==> config.mk <==
export PLATFORM = sky130hd
export DESIGN_NAME = nd_loop_sequencer
export DESIGN_NICKNAME = d
export VERILOG_FILES = /design/src/rtl/nd_loop_sequencer.sv
export SDC_FILE = /design/constraint.sdc
export NUM_CORES = 1
export LEC_CHECK = 0
export CAP_MARGIN = 20
export CORE_ASPECT_RATIO = 1.5
export CORE_MARGIN = 10
export CORE_UTILIZATION = 24
export CTS_CLUSTER_SIZE = 20
export DETAILED_ROUTE_END_ITERATION = 10
export PLACE_DENSITY = 0.43
export SYNTH_ARGS = -nofsm -noshare
export SYNTH_HDL_FRONTEND = slang
export SYNTH_SLANG_ARGS = --single-unit
==> constraint.sdc <==
create_clock -name i_clk -period 10.16 [get_ports i_clk]
set_input_delay 2.032 -clock i_clk [delete_from_list [all_inputs] [get_ports i_clk]]
set_output_delay 2.032 -clock i_clk [all_outputs]
set_load 0.01 [all_outputs]
==> src/rtl/nd_loop_sequencer.sv <==
// nd_loop_sequencer: walks an N-D {beg, stride, end} loop nest and streams one index vector per beat.
// Define ND_SEQ_ABORT_EN to add the i_abort port (synchronous early exit from RUN).
module nd_loop_sequencer #(
   parameter int BW  = 8,
   parameter int DIM = 2
) (
   input  logic              i_clk,
   input  logic              i_rst,
`ifdef ND_SEQ_ABORT_EN
   input  logic              i_abort,
`endif
   input  logic              i_cfg_rdy,
   output logic              o_cfg_ack,
   input  logic [DIM*BW-1:0] i_cfg_beg,
   input  logic [DIM*BW-1:0] i_cfg_stride,
   input  logic [DIM*BW-1:0] i_cfg_end,
   output logic              o_dst_rdy,
   input  logic              i_dst_ack,
   output logic [DIM*BW-1:0] o_dst_idx,
   output logic [DIM:0]      o_dst_sel_ret,
   output logic              o_dst_last
);
   typedef enum logic {IDLE, RUN} state_t;
   state_t r_state;
   logic [BW-1:0] r_beg [DIM];
   logic [BW-1:0] r_stride [DIM];
   logic [BW-1:0] r_end [DIM];
   logic [BW-1:0] r_cur [DIM];
   logic [BW-1:0] w_nxt [DIM];
   logic [BW-1:0] w_step [DIM];
   logic [DIM-1:0] w_last;
   logic [DIM:0] w_sel;
   logic w_empty;
   // w_sel[k]: the innermost k dims all hit their end on this step (carry chain)
   always_comb begin
      w_empty = 1'b0;
      w_sel[0] = 1'b1;
      for (int i = 0; i < DIM; i++) begin
         w_nxt[i] = r_cur[i] + r_stride[i];
         w_last[i] = w_nxt[i] == r_end[i];
         w_empty = w_empty | (i_cfg_beg[i*BW +: BW] == i_cfg_end[i*BW +: BW]);
      end
      for (int k = 1; k <= DIM; k++) w_sel[k] = w_sel[k-1] & w_last[DIM-k];
      for (int i = 0; i < DIM; i++)
         w_step[i] = !w_sel[DIM-1-i] ? r_cur[i] : w_last[i] ? r_beg[i] : w_nxt[i];
   end
   always_ff @(posedge i_clk or posedge i_rst) begin
      if (i_rst) begin
         r_state <= IDLE;
         for (int i = 0; i < DIM; i++) begin
            r_beg[i] <= '0;
            r_stride[i] <= '0;
            r_end[i] <= '0;
            r_cur[i] <= '0;
         end
      end else if (r_state == IDLE) begin
         if (i_cfg_rdy) begin
            for (int i = 0; i < DIM; i++) begin
               r_beg[i] <= i_cfg_beg[i*BW +: BW];
               r_stride[i] <= i_cfg_stride[i*BW +: BW];
               r_end[i] <= i_cfg_end[i*BW +: BW];
               r_cur[i] <= i_cfg_beg[i*BW +: BW];
            end
            r_state <= w_empty ? IDLE : RUN;
         end
      end else begin
         if (i_dst_ack) begin
            for (int i = 0; i < DIM; i++) r_cur[i] <= w_step[i];
            if (w_sel[DIM]) r_state <= IDLE;
         end
`ifdef ND_SEQ_ABORT_EN
         if (i_abort) r_state <= IDLE;
`endif
      end
   end
   for (genvar g = 0; g < DIM; g++) begin : g_idx
      assign o_dst_idx[g*BW +: BW] = r_cur[g];
   end
   assign o_cfg_ack = r_state == IDLE;
   assign o_dst_rdy = r_state == RUN;
   assign o_dst_sel_ret = o_dst_rdy ? w_sel : '0;
   assign o_dst_last = o_dst_sel_ret[DIM];
endmodule

==> run summary, run 1 <==
Status = completed
Slew HR = 0.381
Final Util = 0.319
Sink Count = 65
Layout Skew = 6.89 ps
Clock Tree Buf Depth = 2
Crit path kind = register to primary output
Power per cell area = 216 nW/um^2
Max stage delay on crit path = 610 ps
Seq cells post-synth = 65
Remaining Overflow, GRT = 0
TritonRoute pass-1 iters = 4
Flop pwr share = 0.298
Max-cap violations = 0
Max H-tree Level = 3
DIE AREA = 22300 um^2
CTS resizes = 0
Hold Slack = 472 ps
CP top delay family = simple AND/OR/NAND/NOR gates
Vias in the first global route = 3461
Crit path buffers/inverters = 2
Final wirelength = 12100 um
Share of cells above drive strength 1 = 0.0809
First-pass GRT wire length = 19300 um
Clock Latency Late Sink = 330 ps
Initial core utilization = 0.245
Clock Power Share = 0.249
Cells along the critical path = ha_1 -> fa_1 -> a21o_1 -> a21oi_2 -> xnor3_1 -> or4_4 -> nor4_2 -> buf_4 -> and3_1 -> clkdlybuf4s50_1
Row count = 57
PortBufs = 73
Net Sw Frac = 0.355
Flop-to-flop setup slack = 6550 ps
Comb power frac = 0.453
# IOs = 74
RSZ-0062 raised after global routing = false
GRT Util Overall = 0.110
Slowest CP cell = nor4_2
# diodes = 0
Setup_tns = 0 ps
Area Growth Syn to Fin = 30.1%
Maximum VDD drop = 0.0000800 V
Post-DRT Antenna Nets = 0
Period utilization = 0.606
Fin nets = 571
Initial antenna violation count = 0
Worst setup startpoint = o_dst_idx[8]
Post-Synthesis Cells = 433
Starting DRT DRC Count = 145
Netlist Area Pre-Place = 3990 um^2
Slew Viols, Final = 0
Ys async rst share = 1.00
Placed insts = 698
Root buffer cell = clkbuf_16
Min cycle time layout = 6160 ps
Number of flops mapped to enable cells by yosys = 0
Least-Margin Pin Slew = 925 ps
RR Startpoint = o_dst_idx[8]
Synth Net Count = 501
Die width = 125 um
Setup crit start kind = register
Fin cells = 713
Post-DP HPWL = 9200 um
Setup ws final = 4000 ps
Vias per inst = 4.61
Crit-path max FO = 7
TritonCTS clock tree = built
Pre-CTS setup slack = 4320 ps
Hold Fails Final Rpt = 0
Avg Cell Area, Syn = 9.21 um^2
Tightest Hold Check Type = register to register
F_max = 162 MHz
Synth Flop Type = dfrtp_1
DR WL/cell = 17.0 um
DR vias = 3285
Register area share after synthesis = 0.408
# setup viols final = 0
Critical Path RT = 8130 ps
Clk slew on worst S/H paths = 50 ps
Post-synth cell types = 57
DRC violations left = 0
Postcts setup bufs = 0
Final estimated routing congestion in global placement = 0.813
TritonCTS buffer count = 9
CP endpoint kind = primary output
Cell-internal power = 724 uW
Switch Pwr = 398 uW
Crit path DAT = 4130 ps
Yosys warns = 0
Largest net degree at the start of global routing = 66
Core ar. = 16300 um^2
Leakage = 0.00232 uW
Chip height = 178 um
Hold Buf Count CTS = 0
Hold_sp = r_beg[8]
## cells by family (layout without fill, tap and decap cells)
family,Yosys count,after routing,synth area share
AO/OA/AOI/OAI,65,65,0.121
XOR/XNOR,46,46,0.124
adder cells (fa/ha/maj),16,16,0.0539
buffers and inverters,22,96,0.0267
flip-flops,65,65,0.408
multiplexers,13,13,0.0326
AND/OR/NAND/NOR,206,206,0.234
## power groups by stage
stage                     Clock, uW  Combinational, uW  Sequential (uW)
after global routing            301                565              342
after CTS                       292                518              336
after floorplan                   0                343              343
after global placement            0                512              338
final                           280                508              335
after detailed placement          0                515              340
## stage by stage
step                      area [um^2]  power, uW
after detailed placement         4930        855
after global placement           4930        850
after floorplan                  3990        686
after CTS                        5190       1150
after global routing             5190       1210
final                            5190       1120
## layout make-up
class	instances	area, um^2
Fill cell	1730	11100
Multi-Input combinational cell	346	2270
Sequential cell	65	1630
Timing Repair Buffer	77	761
Tap cell	206	258
Clock buffer	12	246
Clock inverter	3	17.5
Inverter	4	15.0
## worst paths after layout
path                                end  cells past startpoint
max                          o_dst_last                     10
min                            r_beg[8]                      2
max reg2reg                o_dst_idx[1]                      9
min reg2reg                    r_beg[8]                      2
max in group asynchronous      r_end[7]                      3
min in group asynchronous   r_stride[9]                      3
## layer usage
layer | share of wire | track usage | wire, um | vias to the layer above
li1 | - | - | - | 1623
met1 | 0.39 | 0.114 | 4730 | 1592
met2 | 0.55 | 0.208 | 6730 | 57
met3 | 0.043 | 0.0302 | 519 | 13
met4 | 0.012 | 0.0346 | 150 | 0
met5 | 0 | 0 | 0 | -
## synth_stat cells (all sizes together), types with 2 or more instances
cell type / number / area, um^2
and3: 3 / 18.8
nor2b: 4 / 25.0
xnor2: 24 / 210
a21oi: 15 / 86.3
buf: 6 / 46.3
nor3b: 5 / 42.5
clkbuf: 12 / 45.0
xor2: 16 / 148
fa: 2 / 40.0
o31ai: 2 / 20.0
a211oi: 4 / 40.0
xnor3: 5 / 113
o211ai: 11 / 113
nand4: 4 / 31.3
nor4: 4 / 31.3
nor3: 6 / 41.3
inv: 4 / 15.0
o22ai: 8 / 50.1
a21o: 3 / 22.5
o21ai: 10 / 50.0
and2: 3 / 18.8
dfrtp: 65 / 1630
nand2: 150 / 563
nor2: 9 / 33.8
nand2b: 2 / 12.5
nand3: 12 / 60.1
mux2i: 13 / 130
ha: 14 / 175
## worst register-to-register path: stages (launching register included)
cell and delay (ps):
dfrtp_1 400, ha_1 250, fa_1 440, a21o_1 200
a21oi_2 170, xnor3_1 250, nor4_1 420, nand4_1 840
nand3_1 380, o211ai_2 120
## cells in the final DEF (no fill, tap or decap), drive strengths merged, types with 2 or more instances in the layout
cell type / netlist / routed
nand2: 150 / 150
o31ai: 2 / 2
nor4: 4 / 4
mux2i: 13 / 13
o22ai: 8 / 8
and2: 3 / 3
clkdlybuf4s50: 0 / 73
xnor2: 24 / 24
a21oi: 15 / 15
and3: 3 / 3
ha: 14 / 14
xnor3: 5 / 5
nor2: 9 / 9
xor2: 16 / 16
a21o: 3 / 3
clkinv: 0 / 2
o21ai: 10 / 10
nor3b: 5 / 5
clkbuf: 12 / 12
nand4: 4 / 4
nor2b: 4 / 4
buf: 6 / 4
nand2b: 2 / 2
a211oi: 4 / 4
inv: 4 / 4
nor3: 6 / 6
o211ai: 11 / 11
nand3: 12 / 12
fa: 2 / 2
dfrtp: 65 / 65
## flip-flops by register name (all words and copies together) (netlist names)
name       count
r_stride      16
o_dst_rdy      1
r_beg         16
o_dst_idx     16
r_end         16
Power figures use the tool's default switching activity.
==> run 2: changes to the inputs <==
- clock period: 10.16 -> 5.7 ns (I/O delays scaled with it)
==> run 2 against run 1 <==
Non-clock buffer count up 2. Sequential share of layout area fell by 0.28 points. Register-to-register slack lost 4500 ps. Cell count up 0.28%. Combinational power rose by 80%. Clock power is 100% higher. Clock skew barely moved. Critical path depth unchanged. First-iteration DRC count is 36% higher. Sequential power is 79% higher. Cell area is 0.92% higher. Total power increased by 84%.
==> run summary, run 2 (synthesized netlist as in run 1, its figures left out) <==
Starting DRT DRC Count = 197 (was 145)
RSZ-0062 raised after global routing = false (unchanged)
Design Area, Final = 5240 um^2 (was 5190 um^2)
Setup_tns = 0 ps (unchanged)
Commonest non-fill, non-tap cell in the layout = nand2_1 (unchanged)
DRC violations left = 0 (unchanged)
CP endpoint kind = primary output (unchanged)
Crit-path max FO = 7 (unchanged)
Fin nets = 573 (was 571)
Initial core utilization = 0.245 (unchanged)
Sink Count = 65 (unchanged)
Core ar. = 16300 um^2 (unchanged)
Layout Skew = 6.43 ps (was 6.89 ps)
Register area = 1630 um^2 (unchanged)
Clock Tree Buf Depth = 2 (unchanged)
Slew HR = 0.356 (was 0.381)
Clk slew on worst S/H paths = 60 ps (was 50 ps)
Setup crit start kind = register (unchanged)
Die width = 125 um (unchanged)
DR vias = 3287 (was 3285)
Status = completed (unchanged)
Post-DRT Antenna Nets = 0 (unchanged)
PortBufs = 73 (unchanged)
Area after DPL = 4940 um^2 (was 4930 um^2)
Tightest Hold Check Type = register to register (unchanged)
Area of the multi-input gates = 2270 um^2 (unchanged)
Crit path kind = register to primary output (unchanged)
CTS resizes = 0 (unchanged)
Hold Buf Count CTS = 0 (unchanged)
Post-DP HPWL = 9290 um (was 9200 um)
Most frequent cells in the layout = nand2_1 (149), clkdlybuf4s50_1 (73), dfrtp_1 (65) (unchanged)
Max H-tree Level = 3 (unchanged)
# setup viols final = 0 (unchanged)
# diodes = 0 (unchanged)
Largest net degree at the start of global routing = 64 (was 66)
First-pass GRT wire length = 19500 um (was 19300 um)
Vias per inst = 4.60 (was 4.61)
Period utilization = 0.841
Postcts setup bufs = 0 (unchanged)
Least-Margin Pin Slew = 962 ps (was 925 ps)
TritonCTS buffer count = 9 (unchanged)
Area Growth Syn to Fin = 31.3% (was 30.1%)
Hold Fails Final Rpt = 0 (unchanged)
Slew Viols, Final = 0 (unchanged)
# IOs = 74 (unchanged)
DIE AREA = 22300 um^2 (unchanged)
Row count = 57 (unchanged)
GRT Util Overall = 0.111 (was 0.110)
Remaining Overflow, GRT = 0 (unchanged)
DR WL/cell = 17.0 um (about the same)
Final estimated routing congestion in global placement = 0.807 (was 0.813)
Max-cap violations = 0 (unchanged)
Critical Path RT = 4560 ps (was 8130 ps)
Maximum VDD drop = 0.000134 V (was 0.0000800 V)
Clock Latency Late Sink = 340 ps (was 330 ps)
Chip height = 178 um (unchanged)
Root buffer cell = clkbuf_16 (unchanged)
Initial antenna violation count = 0 (unchanged)
Leakage = 0.00235 uW (was 0.00232 uW)
Vias in the first global route = 3494 (was 3461)
Share of cells above drive strength 1 = 0.0864 (was 0.0809)
TritonRoute pass-1 iters = 5 (was 4)
Final wirelength = 12200 um (was 12100 um)
F_max = 208 MHz
Min cycle time layout = 4800 ps
FILL cells = 1730 (unchanged)
TritonCTS clock tree = built (unchanged)
Power per cell area = 395 nW/um^2 (was 216 nW/um^2)
Crit path DAT = 3660 ps (was 4130 ps)
## run 2: final timing paths
path / slack [ps] / cells past startpoint / start / endpoint
max: 900 / 10 / o_dst_idx[8] / o_dst_last
min: 470 / 2 / r_beg[9] / r_beg[9]
max reg2reg: 2060 / 9 / o_dst_idx[8] / o_dst_idx[0]
min reg2reg: 470 / 2 / r_beg[9] / r_beg[9]
max in group asynchronous: 3590 / 3 / i_rst / r_stride[14]
min in group asynchronous: 1120 / 2 / i_rst / r_stride[6]
## run 2: per-stage QoR
step / setup slack, ps / hold slack, ps / cells / util / total power [uW]
6_report: 904 / 471 / 715 / 0.322 / 2070
5_1_grt: 741 / 499 / 715 / 0.322 / 2210
4_1_cts: 867 / 477 / 715 / 0.322 / 2100
3_5_place_dp: 1230 / 464 / 700 / 0.304 / 1530
3_3_place_gp: 1300 / 460 / 700 / 0.304 / 1520
2_1_floorplan: 1750 / 445 / 433 / - / 1220
## run 2: cell type report
| cell class | instances | area share |
|---|---|---|
| clock buffer | 12 | 0.0490 |
| multi-input combinational | 346 | 0.433 |
| tap | 206 | 0.0492 |
| sequential | 65 | 0.310 |
| clock inverter | 3 | 0.00764 |
| timing repair buffer | 79 | 0.148 |
| inverter | 4 | 0.00287 |
## run 2: power breakdown
group | switching, uW | internal, uW | total, uW
Sequential | 68.7 | 529 | 598
Combinational | 452 | 460 | 913
Clock | 202 | 358 | 560
## run 2: worst max-delay path: stages (launching register included)
cell and delay, ps:
dfrtp_1 400, ha_1 250, fa_1 440, a21o_1 190, a21oi_2 170, xnor3_1 250
or4_4 440, nor4_2 210, buf_4 230, and3_1 190, clkdlybuf4s50_1 540
## run 2: metal layers
layer	GRT usage	up-vias	share of wire
met2	0.207	63	0.55
met4	0.0375	0	0.013
met5	0	-	0
met3	0.0266	10	0.037
li1	-	1632	-
met1	0.119	1582	0.40
